[src/rtl/riscv_pkg.sv]
// Shared constants for the RV32I pipeline.
// Imported by every stage module.
package riscv_pkg;

  localparam int          XLEN          = 32;
  localparam logic [31:0] NOP_INSTR     = 32'h0000_0013;
  localparam logic [31:0] RESET_PC_DFLT = 32'h0000_0000;

endpackage

[src/rtl/pc_reg.sv]
// Program counter with next-PC selection.
// Redirect targets are word-aligned on entry.
module pc_reg #(
  parameter int              XLEN     = 32,
  parameter logic [XLEN-1:0] RESET_PC = '0
) (
  input  logic            clk,
  input  logic            rst_n,
  input  logic            i_en,
  input  logic            i_redirect,
  input  logic [XLEN-1:0] i_redirect_pc,
  output logic [XLEN-1:0] o_pc,
  output logic [XLEN-1:0] o_pc4
);

  logic [XLEN-1:0] r_pc;
  logic [XLEN-1:0] w_pc4;
  logic [XLEN-1:0] w_next;

  assign w_pc4  = r_pc + XLEN'(4);
  assign w_next = i_redirect
                ? (i_redirect_pc & ~XLEN'(3))
                : w_pc4;

  always_ff @(posedge clk) begin
    if (!rst_n)
      r_pc <= RESET_PC;
    else if (i_en)
      r_pc <= w_next;
  end

  assign o_pc  = r_pc;
  assign o_pc4 = w_pc4;

endmodule

[src/rtl/if_stage.sv]
// Instruction fetch: PC, imem address, IF/ID register.
// Redirect squashes the wrong-path fetch held in IF/ID.
module if_stage
  import riscv_pkg::*;
#(
  parameter int                 XLEN     = riscv_pkg::XLEN,
  parameter int                 IMEM_AW  = 6,
  parameter logic [XLEN-1:0]    RESET_PC = XLEN'(RESET_PC_DFLT)
) (
  input  logic               clk,
  input  logic               rst_n,
  input  logic               stall_i,
  input  logic               redirect_i,
  input  logic [XLEN-1:0]    redirect_pc_i,
  output logic [IMEM_AW-1:0] imem_ra_o,
  input  logic [31:0]        imem_data_i,
  output logic [XLEN-1:0]    pc_o,
  output logic [XLEN-1:0]    if_id_pc_o,
  output logic [XLEN-1:0]    if_id_pc4_o,
  output logic [31:0]        if_id_instr_o,
  output logic               if_id_valid_o
);

  logic [XLEN-1:0] w_pc;
  logic [XLEN-1:0] w_pc4;
  logic            w_pc_en;

  logic [XLEN-1:0] r_if_pc;
  logic [XLEN-1:0] r_if_pc4;
  logic [31:0]     r_if_instr;
  logic            r_if_valid;

  assign w_pc_en = ~stall_i | redirect_i;

  pc_reg #(
    .XLEN     (XLEN),
    .RESET_PC (RESET_PC)
  ) u_pc_reg (
    .clk           (clk),
    .rst_n         (rst_n),
    .i_en          (w_pc_en),
    .i_redirect    (redirect_i),
    .i_redirect_pc (redirect_pc_i),
    .o_pc          (w_pc),
    .o_pc4         (w_pc4)
  );

  assign imem_ra_o = w_pc[IMEM_AW+1:2];

  always_ff @(posedge clk) begin
    if (!rst_n || redirect_i) begin
      r_if_pc    <= '0;
      r_if_pc4   <= '0;
      r_if_instr <= NOP_INSTR;
      r_if_valid <= 1'b0;
    end else if (!stall_i) begin
      r_if_pc    <= w_pc;
      r_if_pc4   <= w_pc4;
      r_if_instr <= imem_data_i;
      r_if_valid <= 1'b1;
    end
  end

  assign pc_o          = w_pc;
  assign if_id_pc_o    = r_if_pc;
  assign if_id_pc4_o   = r_if_pc4;
  assign if_id_instr_o = r_if_instr;
  assign if_id_valid_o = r_if_valid;

endmodule
[config.mk]
export PLATFORM = sky130hd
export DESIGN_NAME = if_stage
export DESIGN_NICKNAME = d
export VERILOG_FILES = /design/src/rtl/riscv_pkg.sv /design/src/rtl/pc_reg.sv /design/src/rtl/if_stage.sv
export SDC_FILE = /design/constraint.sdc
export NUM_CORES = 1
export LEC_CHECK = 0
export ABC_AREA = 1
export CORE_MARGIN = 2
export CORE_UTILIZATION = 44
export DETAILED_ROUTE_END_ITERATION = 6
export PLACE_DENSITY_LB_ADDON = 0.1
export SLEW_MARGIN = 20
export SYNTH_ARGS = -nofsm -noshare
export SYNTH_HDL_FRONTEND = slang
export SYNTH_SLANG_ARGS = --single-unit
export TNS_END_PERCENT = 30
[constraint.sdc]
create_clock -name clk -period 1.8 [get_ports clk]
set_input_delay 0.45 -clock clk [delete_from_list [all_inputs] [get_ports clk]]
set_output_delay 0.45 -clock clk [all_outputs]
set_load 0.005 [all_outputs]
# After elaboration in Yosys (flattened, before gate mapping)

Cells that the tools add are included.

Add/subtract/negate cells: 1
Mux-type cells: 1
Bitwise logic cells: 2
Reduce and logical (&&, ||, !) cells: 2

Operator list:

| operator                | number |
|---|---|
| $add A32 B3 Y32 const B | 1 |
| $mux W32                | 1 |
| $logic_not A1 Y1        | 1 |
| $logic_or A1 B1 Y1      | 1 |
| $not A1 Y1              | 1 |
| $or A1 B1 Y1            | 1 |

Flip-flop bits (word level): 129
Output and inout bits: 135
Logic and storage cells: 11

# Depth between registers and ports, before layout

Word-level depth: 2
Depth in mapped cells: 9
Gate-level depth less buffers: 9

# By module

Synthesis repeated with hierarchy kept, for this count alone.

Cell total of the unflattened synthesis: 803
Area, all modules: 5651.7 um2

Modules (own cells, without submodules):

| module   | instances | cells each | area each (um2) |
|---|---|---|---|
| if_stage | 1         | 429        | 3412.0 |
| pc_reg   | 1         | 374        | 2239.6 |

# Least setup slack after synthesis

Ideal clock, no wire load.

Path kind: flip-flop to flip-flop
Start point: register u_pc_reg.r_pc[2], in the netlist u_pc_reg.o_pc[2]
End point: register u_pc_reg.r_pc[22], in the netlist u_pc_reg.o_pc[22]
Arrival time: 1268 ps
Data required time: 1683 ps
Setup slack: 415 ps
Cell stages (with the launch flop): 9
Cell sequence: dfxtp_1 > ha_1 > nand2_2 > nor2_4 > nand2_4 > nor2_4 > nand3_1 > nand3_1 > nand2_1

Word-level cells in the longest chain between the ends: 2

Ends and longest elaborated chain:

| element                | RTL line     | RTL |
|---|---|---|
| start, declared        | pc_reg.sv:16 | `logic [XLEN-1:0] r_pc;` |
| start signal, assigned | pc_reg.sv:29 | `r_pc <= w_next;` |
| $add A32 B3 Y32        | pc_reg.sv:20 | `assign w_pc4 = r_pc + XLEN'(4);` |
| $mux W32               | pc_reg.sv:22 | `? (i_redirect_pc & ~XLEN'(3))` |

Every way passes these cells.
A chain may end at the register's enable or synchronous reset.

# Final worst setup path

Start point: register u_pc_reg.r_pc[9], in the netlist u_pc_reg.o_pc[9]
End point: output pc_o[9]

RTL lines:

| element       | RTL line       | RTL |
|---|---|---|
| end, declared | if_stage.sv:17 | `output logic [XLEN-1:0] pc_o,` |

No word-level cell between the ends.

==> summary.txt <==
Detailed routing
  – Via count: 5377
  – DRC viols: 0
  – Initial DRC Count: 337
  – Vias/cell: 5.12
  – WL per Instance: 15.1 um
  – Final WL: 15.9 mm
  – 1st-pass router iterations: 6
  – Routed Antenna Nets: 0

Synthesis
  – Post-synth top area cell: dfxtp_1
  – Post-synthesis compound-gate area fraction: 12.8%
  – Xor/xnor share of the synthesized area: 0.677%
  – Syn. warnings: 0
  – Distinct cell type count after synthesis: 29
  – Post-Synth Simple-Gate Area: 31.0%
  – Cell Area, Synth: 5180 um2
  – EDFF count, synth: 0
  – Synth Area in Adders: 0.242%
  – Mux cell area share after synthesis: 0%
  – Share of the synthesized area in the top cell type: 47.6%
  – Seq/Total Area, Yosys: 47.6%
  – Post-synthesis register bit count: 123
  – Top post-synthesis cells by count: 234 x nand2_1, 123 x dfxtp_1, 62 x nand3_1
  – Mapped Avg Cell Area: 7.36 um2
  – Largest family of logic cells by synthesized area: simple AND/OR/NAND/NOR gates
  – Top_reg_cell synth: dfxtp_1
  – Cell count after synthesis: 703
  – Synth area leaders: dfxtp_1 48%, nand2_1 17%, nand3_1 6.0%, a21oi_1 5.3%, nor2_1 3.5%
  – Top-count cell post-synth: nand2_1
  – Async SR Flop Fraction: 0%

CTS
  – CTS Hold Bufs: 0
  – Htree depth: 4
  – CTS Buf Count: 17
  – Clock sink count: 123
  – Clock transition at the registers of the reported paths: 0.06 ns
  – Max Buffers Root-to-Sink: 2
  – Root Buffer: clkbuf_16
  – Worst-Skew Late Latency: 0.41 ns
  – CTS tree: built

Floorplanning
  – Full die area: 12700 um2
  – Die width: 112 um
  – Initial Util: 45.2%
  – Die height: 112 um
  – Io pins: 203
  – Row count: 39
  – Core area: 11500 um2

Place
  – Cell count after placement: 1019
  – DP HPWL: 11.6 mm
  – RD Place Congestion: 0.903
  – # port buffers: 194

STA
  – Fin. max-slew vios: 0
  – FMAX: 563 MHz
  – Fin crit share: 98.6%
  – Final clock skew: 0.00809 ns
  – Final hold vios: 0
  – RSZ-0062 raised after global routing: false
  – Final min period: 1.78 ns
  – Final setup viols: 0

Global routing
  – Number of global-route vias before repair: 5347
  – Tot GR Track Use: 25.1%
  – Largest net degree at the start of global routing: 56
  – First-pass GRT wire length: 25.8 mm
  – Initial antenna violation count: 0
  – Gr ovfl total: 0

Pwr
  – Worst VDD drop: 531 uV
  – Power Total: 0.00704 W
  – P_leak: 3.23 nW
  – Cell Pwr Density: 880 nW/um2

Worst setup path
  – Critical-path cell list: clkdlybuf4s50_1
  – Critical path data arrival time: 1.33 ns
  – CP peak stage delay: 0.53 ns
  – Family with the most delay on the worst path: buffers and inverters
  – Critical Path Slowest Stage Cell: clkdlybuf4s50_1
  – CP Capture Type: output port
  – Critical Path RT: 1.35 ns
  – CP Max Fanout: 6
  – CP Launch Type: register
  – Critical path class: reg -> out
  – Bufs and invs on worst path: 1

Cells and area
  – Layout area overhead: 54.4%
  – Seq. cell area: 2530 um2
  – Nets: 964
  – Fin util: 69.7%
  – Share of cells above drive strength 1: 11.9%
  – Fillers: 945
  – Ant diodes: 0
  – Layout Cells excl Fill: 1051
  – Multi-input logic area: 2340 um2

Flow run
  – Max cap viols: 0

Hold path
  – HP Class: reg -> reg

Run status
  – Status: completed
## routing by layer
| layer | track usage [%] | wire [um] |
|---|---|---|
| met1 | 31.2 | 6900 |
| met2 | 43.7 | 7630 |
| met3 | 4.91 | 1130 |
| met4 | 8.54 | 254 |
| met5 | 0 | 0 |
## stage by stage
stage	cell area (um2)	setup WS (ns)	TNS (ns)	hold slack [ns]
2_1_floorplan	5200	0.415	0	0.443
3_3_place_gp	7340	0.0324	0	0.434
3_5_place_dp	7340	-0.0268	-0.174	0.439
4_1_cts	7970	0.00235	0	0.449
5_1_grt	8000	0.000495	0	0.462
6_report	8000	0.0247	0	0.446
## layout by cell type (no fill, tap or decap), drive strengths merged, types with 5 or more instances in the layout
master and count:
clkbuf 19, nor2 62, nand3 64, o211ai 11, a21oi 55, buf 21, clkinv 5, inv 44
conb 6, a32oi 17, clkdlybuf4s50 188, o21ai 24, dfxtp 123, nand2 242
## power by group
group          switching, W  internal [W]  total (W)
Sequential         0.000108       0.00283    0.00294
Combinational      0.000323      0.000431   0.000754
Clock               0.00127       0.00208    0.00335
Total               0.00170       0.00534    0.00704
## worst paths after layout
check / startpoint / to / slack (ns) / depth (start not counted)
hold reg to reg: if_id_pc4_o[29]$_SDFFE_PP0N_ / if_id_pc4_o[29]$_SDFFE_PP0N_ / 0.45 / 2
hold / removal: if_id_pc4_o[29]$_SDFFE_PP0N_ / if_id_pc4_o[29]$_SDFFE_PP0N_ / 0.45 / 2
setup / recovery: u_pc_reg.o_pc[9]$_SDFFE_PN0N_ / pc_o[9] / 0.02 / 1
setup reg to reg: u_pc_reg.o_pc[2]$_SDFFE_PN0N_ / u_pc_reg.o_pc[21]$_SDFFE_PN0N_ / 0.24 / 9
## state kept, by name, indices dropped and copies added, names as in the netlist
register and count:
u_pc_reg.o_pc 30, if_id_instr_o 32, if_id_pc4_o 30, if_id_valid_o 1, if_id_pc_o 30
## timing repair
item,in CTS,in global routing
setup buffers,0,0
pin swaps,0,0
gates resized for setup,33,13
endpoints found under the setup margin,31,14
endpoints found under the hold margin,0,0
## cell type report
cell class / count / share of cell area [%]
clock inverter: 13 / 1.80
tap: 143 / 2.24
multi-input combinational: 496 / 29.3
sequential: 123 / 31.6
clock buffer: 19 / 5.54
inverter: 42 / 1.97
timing repair buffer: 215 / 27.6
## logic make-up (layout without fill, tap and decap cells)
family	count (synthesis)	after routing
AOI/OAI and AO/OA	112	112
xor gates and xnor gates	4	4
adders and majority gates	1	1
buffers and inverters	89	289
DFF	123	123
other	1	6
and+or+nand+nor	373	373
No activity file was read; power rests on OpenSTA's default activity.
==> edit (same flow settings) <==
Make the reset (`rst_n`) asynchronous in one clocked block.
--- a/src/rtl/pc_reg.sv
+++ b/src/rtl/pc_reg.sv
@@ -24,3 +24,3 @@
 
-  always_ff @(posedge clk) begin
+  always_ff @(posedge clk or negedge rst_n) begin
     if (!rst_n)
Formal check against the unedited RTL: differs if rst_n is asserted again (counterexample within 4 cycles, from zero or initial values and one cycle with rst_n low); with rst_n held inactive, the same outputs for 4 cycles.
==> edit against the unedited design <==
  * Setup slack gained 0.034 ns
  * Count of clock-buffer cells in the layout is 4 higher
  * Area after synthesis grew 4.9%
  * Critical path type unchanged
  * Non-clock buffer count rose by 9
  * Critical endpoint is now pc_o[11]
  * Final area up 0.83%
  * Routed wire length increased by 5.4%
  * Register-to-register slack worse by 0.10 ns
  * Highest routed layer unchanged
  * Via count increased by 2.0%
  * Total power increased by 3.2%
  * Sequential cell count unchanged
  * Clock power decreased by 6.3%
  * Largest cell class unchanged
  * Synthesized cell count stayed put
==> edit: results (changes against the unedited design) <==
.. list-table::
   :header-rows: 1

   * - Metric
     - Value
   * - Result of the run
     - finished, final reports clean
   * - Combinational logic power
     - 1110 µW (+47%)
   * - Ys async rst share
     - 24.4% (+24 points)
   * - Reg2reg path depth
     - 11 (+2)
   * - HPWL after detailed placement
     - 11.9 mm (+2.6%)
   * - Routability cong.
     - 0.875 (-3.0%)
   * - Switching component of the power
     - 1860 µW (+9.8%)
   * - Fraction of the mapped netlist area in adder cells
     - 0.230% (-0.011 points)
   * - Post-CTS setup buffer count
     - 6 (+6)
   * - Post-cts repair resize count
     - 32 (-3.0%)
   * - Met3 wire length
     - 1.22 mm (+7.3%)
   * - Ranking of synthesized cells by instance count
     - sky130_fd_sc_hd__nand2_1, sky130_fd_sc_hd__dfxtp_1, sky130_fd_sc_hd__a21oi_1
   * - Clock Power Share
     - 43.3% (-4.3 points)
   * - Power density of the placed cells
     - 901 nW/µm² (+2.4%)
   * - Leakage Power
     - 0.00327 µW (+1.1%)
   * - Period utilisation layout
     - 96.7% (-1.9 points)
   * - Largest cells by area after synthesis
     - sky130_fd_sc_hd__dfxtp_1, sky130_fd_sc_hd__nand2_1, sky130_fd_sc_hd__dfrtp_1, sky130_fd_sc_hd__a21oi_1, sky130_fd_sc_hd__o21ai_0
   * - Worst reg2reg setup slack
     - 0.14 ns (-0.10 ns)
   * - Critical Path Fanout Max
     - 3 (-3)
   * - Post-route non-filler standard cell count
     - 1059 (+0.76%)
   * - Worst hold slack
     - 0.102 ns (-0.344 ns)
   * - Worst supply voltage drop on vdd
     - 0.000440 V (-17%)
   * - Post-Place Worst Slack
     - 0.242 ns (+0.269 ns)
   * - Post-detailed-route via-to-cell ratio
     - 5.18 (+1.2%)
   * - Met3 track demand over resource
     - 7.33% (+2.4 points)
-- edit: cell types whose count changed after synthesis, moves of 9 or more --
cell	unedited run	this run
sky130_fd_sc_hd__dfxtp_1	123	93
sky130_fd_sc_hd__dfrtp_1	0	30
sky130_fd_sc_hd__nor2_1	48	33
sky130_fd_sc_hd__o21ai_1	0	9
sky130_fd_sc_hd__o211ai_1	11	1
sky130_fd_sc_hd__a21oi_1	55	84
sky130_fd_sc_hd__o21ai_0	24	57
sky130_fd_sc_hd__nand3_1	62	33
sky130_fd_sc_hd__o21bai_1	1	16
sky130_fd_sc_hd__a32oi_1	17	0
sky130_fd_sc_hd__nand2_1	234	205
-- edit: final cells by class --
type | instances | area, µm² | share of cell area, %
sequential | 123 | 2620 | 32.5
multi-input combinational | 493 | 2430 | 30.1
timing repair buffer | 224 | 2140 | 26.5
clock buffer | 23 | 468 | 5.80
tap | 147 | 184 | 2.28
inverter | 41 | 155 | 1.92
clock inverter | 8 | 72.6 | 0.900
